File: config.mk
export PLATFORM = sky130hd
export DESIGN_NAME = medidor_distancias_flat
export DESIGN_NICKNAME = d
export VERILOG_FILES = /design/src/rtl/mapa_pkg.sv /design/src/rtl/medidor_distancias_if.sv /design/src/rtl/medidor_eco.sv /design/src/rtl/medidor_distancias.sv /design/src/flat_wrapper.sv
export SDC_FILE = /design/constraint.sdc
export NUM_CORES = 1
export LEC_CHECK = 0
export CAP_MARGIN = 0
export CORE_ASPECT_RATIO = 0.7
export CORE_UTILIZATION = 40
export DETAILED_ROUTE_END_ITERATION = 6
export PLACE_DENSITY_LB_ADDON = 0.12
export SLEW_MARGIN = 5
export SYNTH_ARGS = -nofsm -noshare
export SYNTH_HDL_FRONTEND = slang
export SYNTH_SLANG_ARGS = --single-unit
File: constraint.sdc
create_clock -name clock -period 8.7 [get_ports clock]
set_clock_uncertainty 0.1 [all_clocks]
set_input_delay 0.87 -clock clock [delete_from_list [all_inputs] [get_ports clock]]
set_output_delay 0.87 -clock clock [all_outputs]
set_load 0.005 [all_outputs]
File: src/rtl/mapa_pkg.sv
// Shared types and constants for the distance-measurement front-end of the
// occupancy-grid mapper.
//   estado_t       : measurement state machine states
//   SENSOR_*       : sensor index (also bit position in eco/disparo)
//   HORIZONTAL/VERTICAL : direction encoding of direcao
//   sensor_onehot  : index -> one-hot trigger pattern
package mapa_pkg;

    typedef enum logic [2:0] {
        OCIOSO     = 3'd0,
        DISPARO    = 3'd1,
        ESPERA_ECO = 3'd2,
        MEDINDO    = 3'd3,
        PROXIMO    = 3'd4,
        ENTREGA    = 3'd5,
        AGUARDA    = 3'd6
    } estado_t;

    localparam logic [1:0] SENSOR_FRENTE   = 2'd0;
    localparam logic [1:0] SENSOR_DIREITA  = 2'd1;
    localparam logic [1:0] SENSOR_ESQUERDA = 2'd2;

    localparam logic HORIZONTAL = 1'b0;
    localparam logic VERTICAL   = 1'b1;

    function automatic logic [2:0] sensor_onehot(input logic [1:0] indice);
        case (indice)
            SENSOR_FRENTE:   sensor_onehot = 3'b001;
            SENSOR_DIREITA:  sensor_onehot = 3'b010;
            SENSOR_ESQUERDA: sensor_onehot = 3'b100;
            default:         sensor_onehot = 3'b000;
        endcase
    endfunction

endpackage

File: src/rtl/medidor_distancias_if.sv
// Sample hand-off between the distance meter and the occupancy-grid mapper.
//   operacaoFinalizada : mapper ready (mapper -> meter)
//   novoDado           : one-cycle sample-valid pulse (meter -> mapper)
//   posicaoAtualnoEixoX/Y, direcaoAtual : latched pose of the sample
//   distanciaFrente/Direita/Esquerda    : clamped distances in cells
// modport master: the meter; modport slave: the mapper.
interface medidor_distancias_if #(
    parameter int tamanhoDistancia = 8
);
    logic                        operacaoFinalizada;
    logic                        novoDado;
    logic [tamanhoDistancia-1:0] posicaoAtualnoEixoX;
    logic [tamanhoDistancia-1:0] posicaoAtualnoEixoY;
    logic                        direcaoAtual;
    logic [tamanhoDistancia-1:0] distanciaFrente;
    logic [tamanhoDistancia-1:0] distanciaDireita;
    logic [tamanhoDistancia-1:0] distanciaEsquerda;

    modport master (
        input  operacaoFinalizada,
        output novoDado, posicaoAtualnoEixoX, posicaoAtualnoEixoY, direcaoAtual,
        output distanciaFrente, distanciaDireita, distanciaEsquerda
    );

    modport slave (
        output operacaoFinalizada,
        input  novoDado, posicaoAtualnoEixoX, posicaoAtualnoEixoY, direcaoAtual,
        input  distanciaFrente, distanciaDireita, distanciaEsquerda
    );
endinterface

File: src/rtl/medidor_eco.sv
// Echo front-end shared by the three ultrasonic sensors.
// Synchronizes all echo inputs (2 flops), selects the active sensor, detects
// rising/falling edges and runs the cycle/cell counters (cells saturate at
// TamanhoMalha-1).
//   clock, reset : clock, asynchronous active-low reset
//   eco          : raw asynchronous echo inputs
//   indice       : active sensor
//   limpar       : clear cycle and cell counters
//   contar       : advance counters this cycle
//   sobe, desce  : synchronized edge of the selected echo
//   celula_prox  : cell count including the current cycle
module medidor_eco import mapa_pkg::*; #(
    parameter int TamanhoMalha     = 20,
    parameter int tamanhoDistancia = 8,
    parameter int CiclosPorCelula  = 29000
) (
    input  logic                        clock,
    input  logic                        reset,
    input  logic [2:0]                  eco,
    input  logic [1:0]                  indice,
    input  logic                        limpar,
    input  logic                        contar,
    output logic                        sobe,
    output logic                        desce,
    output logic [tamanhoDistancia-1:0] celula_prox
);
    localparam int CW = (CiclosPorCelula > 1) ? $clog2(CiclosPorCelula) : 1;
    localparam logic [CW-1:0] CICLO_ULTIMO = CW'(CiclosPorCelula - 1);
    localparam logic [tamanhoDistancia-1:0] CELULA_MAX = tamanhoDistancia'(TamanhoMalha - 1);

    logic [2:0]                  sinc1_r, sinc2_r;
    logic                        anterior_r;
    logic                        eco_sel_s;
    logic [CW-1:0]               ciclo_r, ciclo_prox_s;
    logic [tamanhoDistancia-1:0] celula_r;

    // Selected synchronized echo and its edges against last cycle's value.
    always_comb begin
        case (indice)
            SENSOR_DIREITA:  eco_sel_s = sinc2_r[1];
            SENSOR_ESQUERDA: eco_sel_s = sinc2_r[2];
            default:         eco_sel_s = sinc2_r[0];
        endcase
        sobe  = eco_sel_s & ~anterior_r;
        desce = ~eco_sel_s & anterior_r;
    end

    // Next counter values; the cell count holds at the grid edge.
    always_comb begin
        if (ciclo_r == CICLO_ULTIMO) begin
            ciclo_prox_s = '0;
            celula_prox  = (celula_r == CELULA_MAX) ? celula_r : celula_r + 1'b1;
        end else begin
            ciclo_prox_s = ciclo_r + 1'b1;
            celula_prox  = celula_r;
        end
    end

    // Two-flop synchronizer and edge-detect history.
    always_ff @(posedge clock or negedge reset) begin
        if (!reset) begin
            sinc1_r    <= 3'b000;
            sinc2_r    <= 3'b000;
            anterior_r <= 1'b0;
        end else begin
            sinc1_r    <= eco;
            sinc2_r    <= sinc1_r;
            anterior_r <= eco_sel_s;
        end
    end

    // Cycle and cell counters.
    always_ff @(posedge clock or negedge reset) begin
        if (!reset) begin
            ciclo_r  <= '0;
            celula_r <= '0;
        end else if (limpar) begin
            ciclo_r  <= '0;
            celula_r <= '0;
        end else if (contar) begin
            ciclo_r  <= ciclo_prox_s;
            celula_r <= celula_prox;
        end
    end
endmodule

File: src/rtl/medidor_distancias.sv
// Ultrasonic distance meter feeding the occupancy-grid mapper.
// Fires front, right and left sensors in turn, converts each echo width to
// grid cells, clamps against the grid bounds for the latched pose and hands
// one sample to the mapper (novoDado, gated by operacaoFinalizada).
//   clock, reset  : clock, asynchronous active-low reset
//   iniciar       : start a measurement cycle (idle only)
//   posicaoX/Y, direcao : pose, latched at start
//   eco / disparo : echo inputs / one-hot trigger outputs (bit0 front,
//                   bit1 right, bit2 left)
//   timeoutSensor : per sensor, echo wait expired during the current sample
//   ocupado       : high whenever not idle
//   mapa          : sample hand-off to the mapper (master side)
// Build option: MEDIDOR_CONTINUO_EN -- re-measure back to back, iniciar ignored.
module medidor_distancias import mapa_pkg::*; #(
    parameter int TamanhoMalha     = 20,
    parameter int tamanhoDistancia = 8,
    parameter int CiclosPorCelula  = 29000,
    parameter int CiclosDisparo    = 500,
    parameter int CiclosTimeout    = 1200000
) (
    input  logic                        clock,
    input  logic                        reset,
    input  logic                        iniciar,
    input  logic [tamanhoDistancia-1:0] posicaoX,
    input  logic [tamanhoDistancia-1:0] posicaoY,
    input  logic                        direcao,
    input  logic [2:0]                  eco,
    output logic [2:0]                  disparo,
    output logic [2:0]                  timeoutSensor,
    output logic                        ocupado,
    medidor_distancias_if.master        mapa
);
    localparam int W  = tamanhoDistancia;
    // One timer serves trigger length and both timeouts (timeout is the longest).
    localparam int TW = $clog2(CiclosTimeout + 1);
    localparam logic [TW-1:0] TIMEOUT_ULTIMO = TW'(CiclosTimeout - 1);
    localparam logic [TW-1:0] DISPARO_ULTIMO = TW'(CiclosDisparo - 1);
    localparam logic [W-1:0]  DIST_MAX = W'(TamanhoMalha - 1);
    localparam logic [W-1:0]  DIST_UM  = W'(1);

    estado_t       estado_r;
    logic [1:0]    indice_r;
    logic [TW-1:0] timer_r;
    logic [W-1:0]  dist_bruta_r, dist_frente_r, dist_dir_r, dist_esq_r;
    logic [W-1:0]  pos_x_r, pos_y_r;
    logic          dir_r, novo_dado_r, ocupado_r;
    logic [2:0]    disparo_r, timeout_r;

    logic          partida_s, limpar_s, contar_s, sobe_s, desce_s;
    logic [W-1:0]  celula_prox_s, coord_s, d_min_s, lim_s, dist_limitada_s;

`ifdef MEDIDOR_CONTINUO_EN
    assign partida_s = 1'b1 | iniciar;
`else
    assign partida_s = iniciar;
`endif

    assign limpar_s = (estado_r == ESPERA_ECO) && sobe_s;
    assign contar_s = (estado_r == MEDINDO);

    medidor_eco #(
        .TamanhoMalha     (TamanhoMalha),
        .tamanhoDistancia (tamanhoDistancia),
        .CiclosPorCelula  (CiclosPorCelula)
    ) u_eco (
        .clock       (clock),
        .reset       (reset),
        .eco         (eco),
        .indice      (indice_r),
        .limpar      (limpar_s),
        .contar      (contar_s),
        .sobe        (sobe_s),
        .desce       (desce_s),
        .celula_prox (celula_prox_s)
    );

    // Clamp the raw distance of the current sensor against the grid bounds.
    // A zero bound yields 0: the robot is against that wall.
    always_comb begin
        case (dir_r)
            VERTICAL:   coord_s = pos_x_r;
            HORIZONTAL: coord_s = pos_y_r;
            default:    coord_s = pos_y_r;
        endcase
        d_min_s = (dist_bruta_r == '0) ? DIST_UM : dist_bruta_r;
        case (indice_r)
            SENSOR_DIREITA:  lim_s = (coord_s >= DIST_MAX) ? '0 : DIST_MAX - coord_s;
            SENSOR_ESQUERDA: lim_s = coord_s;
            default:         lim_s = DIST_MAX;
        endcase
        if (d_min_s < lim_s) begin
            dist_limitada_s = d_min_s;
        end else begin
            dist_limitada_s = lim_s;
        end
    end

    // Measurement sequencer with registered outputs.
    always_ff @(posedge clock or negedge reset) begin
        if (!reset) begin
            estado_r      <= OCIOSO;
            indice_r      <= SENSOR_FRENTE;
            timer_r       <= '0;
            dist_bruta_r  <= '0;
            dist_frente_r <= '0;
            dist_dir_r    <= '0;
            dist_esq_r    <= '0;
            pos_x_r       <= '0;
            pos_y_r       <= '0;
            dir_r         <= 1'b0;
            novo_dado_r   <= 1'b0;
            ocupado_r     <= 1'b0;
            disparo_r     <= 3'b000;
            timeout_r     <= 3'b000;
        end else begin
            novo_dado_r <= 1'b0;
            case (estado_r)
                OCIOSO: begin
                    if (partida_s) begin
                        pos_x_r   <= posicaoX;
                        pos_y_r   <= posicaoY;
                        dir_r     <= direcao;
                        timeout_r <= 3'b000;
                        indice_r  <= SENSOR_FRENTE;
                        timer_r   <= '0;
                        disparo_r <= sensor_onehot(SENSOR_FRENTE);
                        ocupado_r <= 1'b1;
                        estado_r  <= DISPARO;
                    end
                end
                DISPARO: begin
                    if (timer_r == DISPARO_ULTIMO) begin
                        disparo_r <= 3'b000;
                        timer_r   <= '0;
                        estado_r  <= ESPERA_ECO;
                    end else begin
                        timer_r <= timer_r + 1'b1;
                    end
                end
                ESPERA_ECO: begin
                    if (sobe_s) begin
                        timer_r  <= '0;
                        estado_r <= MEDINDO;
                    end else if (timer_r == TIMEOUT_ULTIMO) begin
                        timeout_r[indice_r] <= 1'b1;
                        dist_bruta_r        <= DIST_MAX;
                        estado_r            <= PROXIMO;
                    end else begin
                        timer_r <= timer_r + 1'b1;
                    end
                end
                MEDINDO: begin
                    // The falling-edge cycle itself counts toward the width.
                    if (desce_s) begin
                        dist_bruta_r <= celula_prox_s;
                        estado_r     <= PROXIMO;
                    end else if (timer_r == TIMEOUT_ULTIMO) begin
                        dist_bruta_r <= DIST_MAX;
                        estado_r     <= PROXIMO;
                    end else begin
                        timer_r <= timer_r + 1'b1;
                    end
                end
                PROXIMO: begin
                    case (indice_r)
                        SENSOR_DIREITA:  dist_dir_r    <= dist_limitada_s;
                        SENSOR_ESQUERDA: dist_esq_r    <= dist_limitada_s;
                        default:         dist_frente_r <= dist_limitada_s;
                    endcase
                    if (indice_r == SENSOR_ESQUERDA) begin
                        estado_r <= ENTREGA;
                    end else begin
                        indice_r  <= indice_r + 2'd1;
                        disparo_r <= sensor_onehot(indice_r + 2'd1);
                        timer_r   <= '0;
                        estado_r  <= DISPARO;
                    end
                end
                ENTREGA: begin
                    if (mapa.operacaoFinalizada) begin
                        novo_dado_r <= 1'b1;
                        estado_r    <= AGUARDA;
                    end
                end
                AGUARDA: begin
                    if (!mapa.operacaoFinalizada) begin
                        ocupado_r <= 1'b0;
                        estado_r  <= OCIOSO;
                    end
                end
                default: begin
                    disparo_r <= 3'b000;
                    ocupado_r <= 1'b0;
                    estado_r  <= OCIOSO;
                end
            endcase
        end
    end

    assign disparo                  = disparo_r;
    assign timeoutSensor            = timeout_r;
    assign ocupado                  = ocupado_r;
    assign mapa.novoDado            = novo_dado_r;
    assign mapa.posicaoAtualnoEixoX = pos_x_r;
    assign mapa.posicaoAtualnoEixoY = pos_y_r;
    assign mapa.direcaoAtual        = dir_r;
    assign mapa.distanciaFrente     = dist_frente_r;
    assign mapa.distanciaDireita    = dist_dir_r;
    assign mapa.distanciaEsquerda   = dist_esq_r;
endmodule

File: src/flat_wrapper.sv
// flat-port wrapper written by rule: the top's interface ports become plain ports
module medidor_distancias_flat import mapa_pkg::*;
#(
    parameter int TamanhoMalha     = 20,
    parameter int tamanhoDistancia = 8,
    parameter int CiclosPorCelula  = 29000,
    parameter int CiclosDisparo    = 500,
    parameter int CiclosTimeout    = 1200000
)
  (clock, reset, iniciar, posicaoX, posicaoY, direcao, eco, disparo, timeoutSensor, ocupado, mapa_operacaoFinalizada, mapa_novoDado, mapa_posicaoAtualnoEixoX, mapa_posicaoAtualnoEixoY, mapa_direcaoAtual, mapa_distanciaFrente, mapa_distanciaDireita, mapa_distanciaEsquerda);
  medidor_distancias_if #(.tamanhoDistancia(tamanhoDistancia)) mapa_i ();
  input  logic clock;
  input  logic reset;
  input  logic iniciar;
  input  logic [tamanhoDistancia-1:0] posicaoX;
  input  logic [tamanhoDistancia-1:0] posicaoY;
  input  logic direcao;
  input  logic [2:0] eco;
  output logic [2:0] disparo;
  output logic [2:0] timeoutSensor;
  output logic ocupado;
  input wire logic [$bits(mapa_i.operacaoFinalizada)-1:0] mapa_operacaoFinalizada;
  output wire logic [$bits(mapa_i.novoDado)-1:0] mapa_novoDado;
  output wire logic [$bits(mapa_i.posicaoAtualnoEixoX)-1:0] mapa_posicaoAtualnoEixoX;
  output wire logic [$bits(mapa_i.posicaoAtualnoEixoY)-1:0] mapa_posicaoAtualnoEixoY;
  output wire logic [$bits(mapa_i.direcaoAtual)-1:0] mapa_direcaoAtual;
  output wire logic [$bits(mapa_i.distanciaFrente)-1:0] mapa_distanciaFrente;
  output wire logic [$bits(mapa_i.distanciaDireita)-1:0] mapa_distanciaDireita;
  output wire logic [$bits(mapa_i.distanciaEsquerda)-1:0] mapa_distanciaEsquerda;
  assign mapa_i.operacaoFinalizada = mapa_operacaoFinalizada;
  assign mapa_novoDado = mapa_i.novoDado;
  assign mapa_posicaoAtualnoEixoX = mapa_i.posicaoAtualnoEixoX;
  assign mapa_posicaoAtualnoEixoY = mapa_i.posicaoAtualnoEixoY;
  assign mapa_direcaoAtual = mapa_i.direcaoAtual;
  assign mapa_distanciaFrente = mapa_i.distanciaFrente;
  assign mapa_distanciaDireita = mapa_i.distanciaDireita;
  assign mapa_distanciaEsquerda = mapa_i.distanciaEsquerda;
  medidor_distancias #(.TamanhoMalha(TamanhoMalha), .tamanhoDistancia(tamanhoDistancia), .CiclosPorCelula(CiclosPorCelula), .CiclosDisparo(CiclosDisparo), .CiclosTimeout(CiclosTimeout)) u_core (.clock(clock), .reset(reset), .iniciar(iniciar), .posicaoX(posicaoX), .posicaoY(posicaoY), .direcao(direcao), .eco(eco), .disparo(disparo), .timeoutSensor(timeoutSensor), .ocupado(ocupado), .mapa(mapa_i));
endmodule
==> metrics.txt, run 1 <==
status=completed; Critical-path top delay cell=dfrtp_1; ANT nets after route=0; Synth Flop Type=dfrtp_1; DP Area=6980 µm²; post-synth top area share=45.9%; Post-synth EDFFs=0; Starting Density=41.5%; CTS Buf Count=17; nets@finish=746; Tcrit/Tclk final=51.9%; Worst path max stage delay=680 ps; post-synthesis register bit count=113; boundary pin count=73; clock-pin transition on the worst setup and hold timing paths=60 ps; final design area excluding fillers=7610 µm²; Final min period=4510 ps; row count=37; Mapped Area=6160 µm²; Avg Cell Area, Syn=9.51 µm²; count leader, synth=dfrtp_1; largest net degree at the start of global routing=68; antenna violations before repair=0; headroom to the max-slew limit=24.1%; Vias per Instance=5.80; final setup violation count=0; P&R area growth vs syn=23.5%; CP Data Required Time=8930 ps; gr ovfl total=0; power density over cell area=172 nW/µm²; Crit path arrival time=4740 ps; layout cells sized above 1=11.0%; Hold Vio Cnt, Final=0; Final HPWL DP=11,700 µm; GP Congestion=1.03; RSZ-0062 raised after global routing=false; Total GRT Usage=22.1%; sequential cell area=2830 µm²; worst-margin pin slew=1130 ps; crit path kind=reg -> reg; drt drc=0; top cells by count, synth=113 x dfrtp_1, 71 x nor2_1, 62 x o21ai_0; crit start category=register; cell leakage power=3.15 nW; # diodes=0; Max Freq=222 MHz; # resized after CTS=0; Die Y-Extent=106 µm; Yosys Warn Count=0; Hold Crit Class=reg -> reg; Die Area=15,900 µm²; Top Family by Delay on Critical Path=compound AO/OA/AOI/OAI gates; Worst path most repeated cell=ha_1; routed length per placed instance=18.3 µm; Filler cells=1,323; Die Span X=150 µm; CP bufs+invs=0; number of distinct library cells after synthesis=74; Multi-input gate area=3080 µm²; largest area contributor in the netlist=dfrtp_1; CTS Sinks=113; global-route wire length before repair=27,000 µm; Syn Inst Count=648; post-synthesis sequential area ratio=45.9%; hold buffer count at CTS=0; IO Port Bufs=72; crit path max fanout=15; max cap viols=0; Skew-Pair Late Insertion Delay=420 ps; H-Tree Depth=4; Post-CTS Setup Bufs=0; post-synthesis async set-or-reset flop share=100%; Max Transition Viols Final=0; clk root buf=clkbuf_16; Iter 0 DRT Violations=340; aggregate negative setup slack=0 ps; Max Buffers Root-to-Sink=2; TritonRoute pass-1 iters=5; vias in the first global route=4,942; core area=14,900 µm²; via count=5,301; largest cells by area after synthesis=dfrtp_1 46%, o21ai_0 5.0%, mux2_2 4.6%; worst path cell trace=mux2i_1 -> ha_1 -> nand3b_1 -> a31oi_1 -> o221ai_1 -> ha_1 -> o21ai_0 -> o21bai_1 -> o211ai_1 -> o211ai_4 -> mux2_2 -> a21oi_1; Worst VDD drop=95.3 µV; CTS tree=done; Post-Syn Nets=687; Worst setup EP type=register; drt total wl=16,700 µm
-- placed cells by master, fill, tap and decap left out, types with 4 or more instances in the layout --
| cell type | count |
|---|---|
| a21oi_1 | 42 |
| a22oi_1 | 4 |
| a31oi_1 | 13 |
| and3_1 | 9 |
| and4_1 | 4 |
| bufinv_16 | 4 |
| clkbuf_16 | 17 |
| clkbuf_8 | 4 |
| clkdlybuf4s50_1 | 71 |
| dfrtp_1 | 113 |
| ha_1 | 15 |
| inv_1 | 25 |
| mux2_2 | 25 |
| mux2i_1 | 11 |
| nand2_1 | 53 |
| nand2b_1 | 4 |
| nand3_1 | 28 |
| nand4_1 | 11 |
| nor2_1 | 71 |
| nor2b_1 | 6 |
| nor3_1 | 5 |
| o211ai_1 | 4 |
| o21ai_0 | 62 |
| o22ai_1 | 9 |
| o31ai_1 | 10 |
| o41ai_1 | 5 |
| xnor2_1 | 4 |
| xor2_1 | 5 |
-- final cells by class --
type	count	share of cell area, %
Sequential cell	113	37.1
Clock inverter	9	2.02
Multi-Input combinational cell	477	40.5
Clock buffer	22	6.36
Tap cell	195	3.20
Inverter	25	1.23
Timing Repair Buffer	73	9.53
-- kinds of logic after synthesis --
group / Yosys count / synth area share [%]
and+or+nand+nor: 216 / 17.4
buffers and inverters: 58 / 4.16
DFF: 113 / 45.9
muxes: 37 / 6.60
xor gates and xnor gates: 9 / 1.28
AOI/OAI and AO/OA: 200 / 21.6
adders and majority gates: 15 / 3.04
-- final timing paths --
check	endpoint	cells past startpoint	from	slack, ps
setup / recovery	u_core.mapa.distanciaEsquerda[3]	12	u_core.mapa.direcaoAtual	4190
hold / removal	u_core.u_eco.sinc2_r[1]	0	u_core.u_eco.sinc1_r[1]	250
setup reg to reg	u_core.mapa.distanciaEsquerda[3]	12	u_core.mapa.direcaoAtual	4190
hold reg to reg	u_core.u_eco.sinc2_r[1]	0	u_core.u_eco.sinc1_r[1]	250
max in group asynchronous	u_core.ocupado	2	reset	6820
min in group asynchronous	u_core.u_eco.ciclo_r[5]	1	reset	360
-- where the power goes --
part           leakage [nW]  internal, mW  switching, mW
combinational          1.30        0.0103         0.0152
sequential             1.54         0.528       0.000860
clock                 0.308         0.507          0.252
total                  3.15          1.05          0.268
-- metrics by stage --
stage	setup WS (ps)	power (mW)	utilization, %	std cells	hold slack (ps)
4_1_cts	4270	1.32	51.2	914	255
6_report	4190	1.31	51.2	914	251
2_1_floorplan	5150	0.540	-	648	231
5_1_grt	3860	1.35	51.2	914	269
3_5_place_dp	4290	0.564	46.9	883	243
3_3_place_gp	4640	0.563	46.9	883	237
-- registers in the layout, summed over array words and instances (netlist names) --
name                             count
u_core.timer_r                      21
u_core.u_eco.ciclo_r                15
u_core.dist_bruta_r                  8
u_core.mapa.distanciaDireita         8
u_core.mapa.distanciaEsquerda        8
u_core.mapa.distanciaFrente          8
u_core.mapa.posicaoAtualnoEixoX      8
u_core.mapa.posicaoAtualnoEixoY      8
u_core.u_eco.celula_r                8
u_core.disparo                       3
u_core.estado_r                      3
u_core.timeoutSensor                 3
u_core.u_eco.sinc1_r                 3
u_core.u_eco.sinc2_r                 3
u_core.indice_r                      2
u_core.mapa.direcaoAtual             1
u_core.mapa.novoDado                 1
u_core.ocupado                       1
u_core.u_eco.anterior_r              1
-- worst register-to-register path: cells and delay by family (launching register included) --
family | cells | cell delay [ps]
simple gates | 1 | 140
compound gates | 7 | 2030
fa+ha+maj | 2 | 660
flops | 1 | 680
mux | 2 | 810
-- per-layer routing --
metal / share of wire (%) / GRT usage [%] / wire length (µm)
met1: 53 / 35.5 / 8890
met2: 39 / 28.2 / 6550
met3: 6.6 / 6.02 / 1100
met4: 0.95 / 5.63 / 159
met5: 0 / 0 / 0
(Power assumes the default switching activity.)
==> inputs of run 2 (changes only) <==
==> constraint.sdc (replaced) <==
create_clock -name clock -period 3.7 [get_ports clock]
set_clock_uncertainty 0.1 [all_clocks]
set_input_delay 0.37 -clock clock [delete_from_list [all_inputs] [get_ports clock]]
set_output_delay 0.37 -clock clock [all_outputs]
set_load 0.005 [all_outputs]
==> run 2 against run 1 <==
  * Combinational power up 140%
  * First-iteration DRC count up 19%
  * Power up 130%
  * Register-to-register slack worse by 4100 ps
  * Routed wire length up 0.50%
  * Worst hold slack better by 7.3 ps
  * Critical endpoint is now u_core.mapa.distanciaEsquerda[2]
  * Largest cell class unchanged
==> metrics.txt, run 2 (synthesis gave the netlist of run 1 again) <==
Die Y-Extent=106 µm (unchanged); nets@finish=771 (was 746); largest net degree at the start of global routing=63 (was 68); antenna violations before repair=0 (unchanged); IO Port Bufs=72 (unchanged); CTS tree=done (unchanged); drt total wl=16,800 µm (was 16,700 µm); final setup violation count=0 (unchanged); P&R area growth vs syn=27.7% (was 23.5%); Starting Density=41.5% (unchanged); gr ovfl total=0 (unchanged); sequential power share=41.4% (was 40.3%); Hold Slack=258 ps (was 251 ps); aggregate negative setup slack=0 ps (unchanged); status=completed (unchanged); Sw Share=20.3% (was 20.4%); global-route wire length before repair=26,700 µm (was 27,000 µm); power density over cell area=382 nW/µm² (was 172 nW/µm²); worst r2r src=u_core.mapa.direcaoAtual (unchanged); hold path startpoint=u_core.u_eco.sinc1_r[1] (unchanged); headroom to the max-slew limit=40.5% (was 24.1%); clk root buf=clkbuf_16 (unchanged); Max Buffers Root-to-Sink=2 (unchanged); Tcrit/Tclk final=97.0% (was 51.9%); Iter 0 DRT Violations=405 (was 340); boundary pin count=73 (unchanged); internal power=2.39 mW (was 1.05 mW); # diodes=0 (unchanged); row count=37 (unchanged); clock network power share=56.6% (was 57.8%); max FFs per register=21 (unchanged); vias in the first global route=5,012 (was 4,942); cell leakage power=3.28 nW (was 3.15 nW); Psw=0.610 mW (was 0.268 mW); logic gate share of total power=2.1% (was 1.9%); H-Tree Depth=4 (unchanged); CTS Buf Count=17 (unchanged); worst-margin pin slew=892 ps (was 1130 ps); Cells after DPL=900 (was 883); Vias per Instance=5.64 (was 5.80); TritonRoute pass-1 iters=5 (unchanged); drt drc=0 (unchanged); ANT nets after route=0 (unchanged); biggest regs=u_core.timer_r x21, u_core.u_eco.ciclo_r x15 (unchanged); commonest non-fill, non-tap cell in the layout=dfrtp_1 (unchanged); Total GRT Usage=22.1% (about the same); PnR worst setup slack=111 ps (was 4190 ps); Max Freq=279 MHz (was 222 MHz); CP Data Required Time=3940 ps (was 8930 ps); crit start category=register (unchanged); Die Area=15,900 µm² (unchanged); Post-Place Worst Slack=-155 ps (was 4290 ps); GP Congestion=0.875 (was 1.03); Skew-Pair Late Insertion Delay=420 ps (about the same); Crit path arrival time=3830 ps (was 4740 ps); crit path kind=reg -> reg (unchanged); Hold Crit Class=reg -> reg (unchanged); clock-pin transition on the worst setup and hold timing paths=50 ps (was 60 ps); Final min period=3590 ps (was 4510 ps); layout cells sized above 1=15.4% (was 11.0%); Final HPWL DP=12,100 µm (was 11,700 µm); highest-count cells in the layout ignoring fill and taps=112 x dfrtp_1, 71 x nor2_1, 71 x clkdlybuf4s50_1 (was 113 x dfrtp_1, 71 x nor2_1, 71 x clkdlybuf4s50_1); Final Power=3.00 mW (was 1.31 mW); Crit. Startpoint=u_core.mapa.direcaoAtual (unchanged); max cap viols=0 (unchanged); CTS Sinks=113 (unchanged); crit path max fanout=5 (was 15); Worst setup EP type=register (unchanged); via count=5,305 (was 5,301); Max Transition Viols Final=0 (unchanged); Post-Layout Cell Count=940 (was 914); routed length per placed instance=17.9 µm (was 18.3 µm); Hold Vio Cnt, Final=0 (unchanged); Worst VDD drop=226 µV (was 95.3 µV); Die Span X=150 µm (unchanged); core area=14,900 µm² (unchanged); Largest Register=u_core.timer_r (unchanged)
run 2: cell count changes in the layout (fill, tap and decap cells not counted), moves of 2 or more:
cell	before	now
buf_4	2	23
a31oi_1	13	11
mux2i_2	0	2
o21ai_1	3	5
o21ai_0	62	59
buf_6	0	2
mux2i_1	11	9
run 2: what timing repair did:
item | CTS | global route
endpoints found under the hold margin | 22 | 0
gates resized for setup | 1 | 19
pin swaps | 1 | 10
buffers inserted | 2 | 4
cloned | 0 | 1
endpoints found under the setup margin | 14 | 22
hold buffers | 1 | 0
run 2: power by group through the flow:
stage / combinational (mW) / sequential (mW) / clock [mW]
after detailed placement: 0.0632 / 1.26 / 0
after global routing: 0.0695 / 1.24 / 1.79
after CTS: 0.0647 / 1.24 / 1.73
after global placement: 0.0622 / 1.26 / 0
final: 0.0618 / 1.24 / 1.70
after floorplan: 0.00685 / 1.26 / 0
run 2: cell type report:
| type | instances | area, µm² |
|---|---|---|
| Clock buffer | 23 | 488 |
| Clock inverter | 9 | 129 |
| Fill cell | 1344 | 6990 |
| Inverter | 25 | 93.8 |
| Multi-Input combinational cell | 478 | 3170 |
| Sequential cell | 113 | 2830 |
| Tap cell | 195 | 244 |
| Timing Repair Buffer | 97 | 916 |
run 2: path summary, 6_finish.rpt:
path / endpoint / slack, ps / depth (start not counted)
min reg2reg: u_core.u_eco.sinc2_r[1] / 260 / 0
max in group asynchronous: u_core.u_eco.ciclo_r[9] / 2080 / 3
max: u_core.mapa.distanciaEsquerda[2] / 110 / 12
min: u_core.u_eco.sinc2_r[1] / 260 / 0
min in group asynchronous: u_core.u_eco.ciclo_r[0] / 490 / 2
max reg2reg: u_core.mapa.distanciaEsquerda[2] / 110 / 12
run 2: stage by stage:
stage / utilization [%] / area (µm²)
3_3_place_gp: 47.8 / 7100
5_1_grt: 53.0 / 7870
6_report: 53.0 / 7870
4_1_cts: 52.2 / 7750
2_1_floorplan: - / 6160
3_5_place_dp: 47.8 / 7100
run 2: routing by layer:
metal  up-vias  wire length [µm]  share of wire (%)  track usage (%)
li1       2554                 -                  -                -
met1      2586              8960                 53             34.9
met2       150              6690                 40             28.7
met3        15               997                5.9             5.80
met4         0               138               0.82             6.06
met5         -                 0                  0                0
run 2: worst max-delay path: stages (launching register included):
cell      delay, ps
dfrtp_2         410
mux2i_2         270
ha_2            240
nand3b_1        180
a31oi_4         320
a41oi_2         160
ha_1            360
a211oi_2        220
o21bai_2        120
o211ai_1        390
o211ai_2        250
mux2_4          370
a21oi_2         130
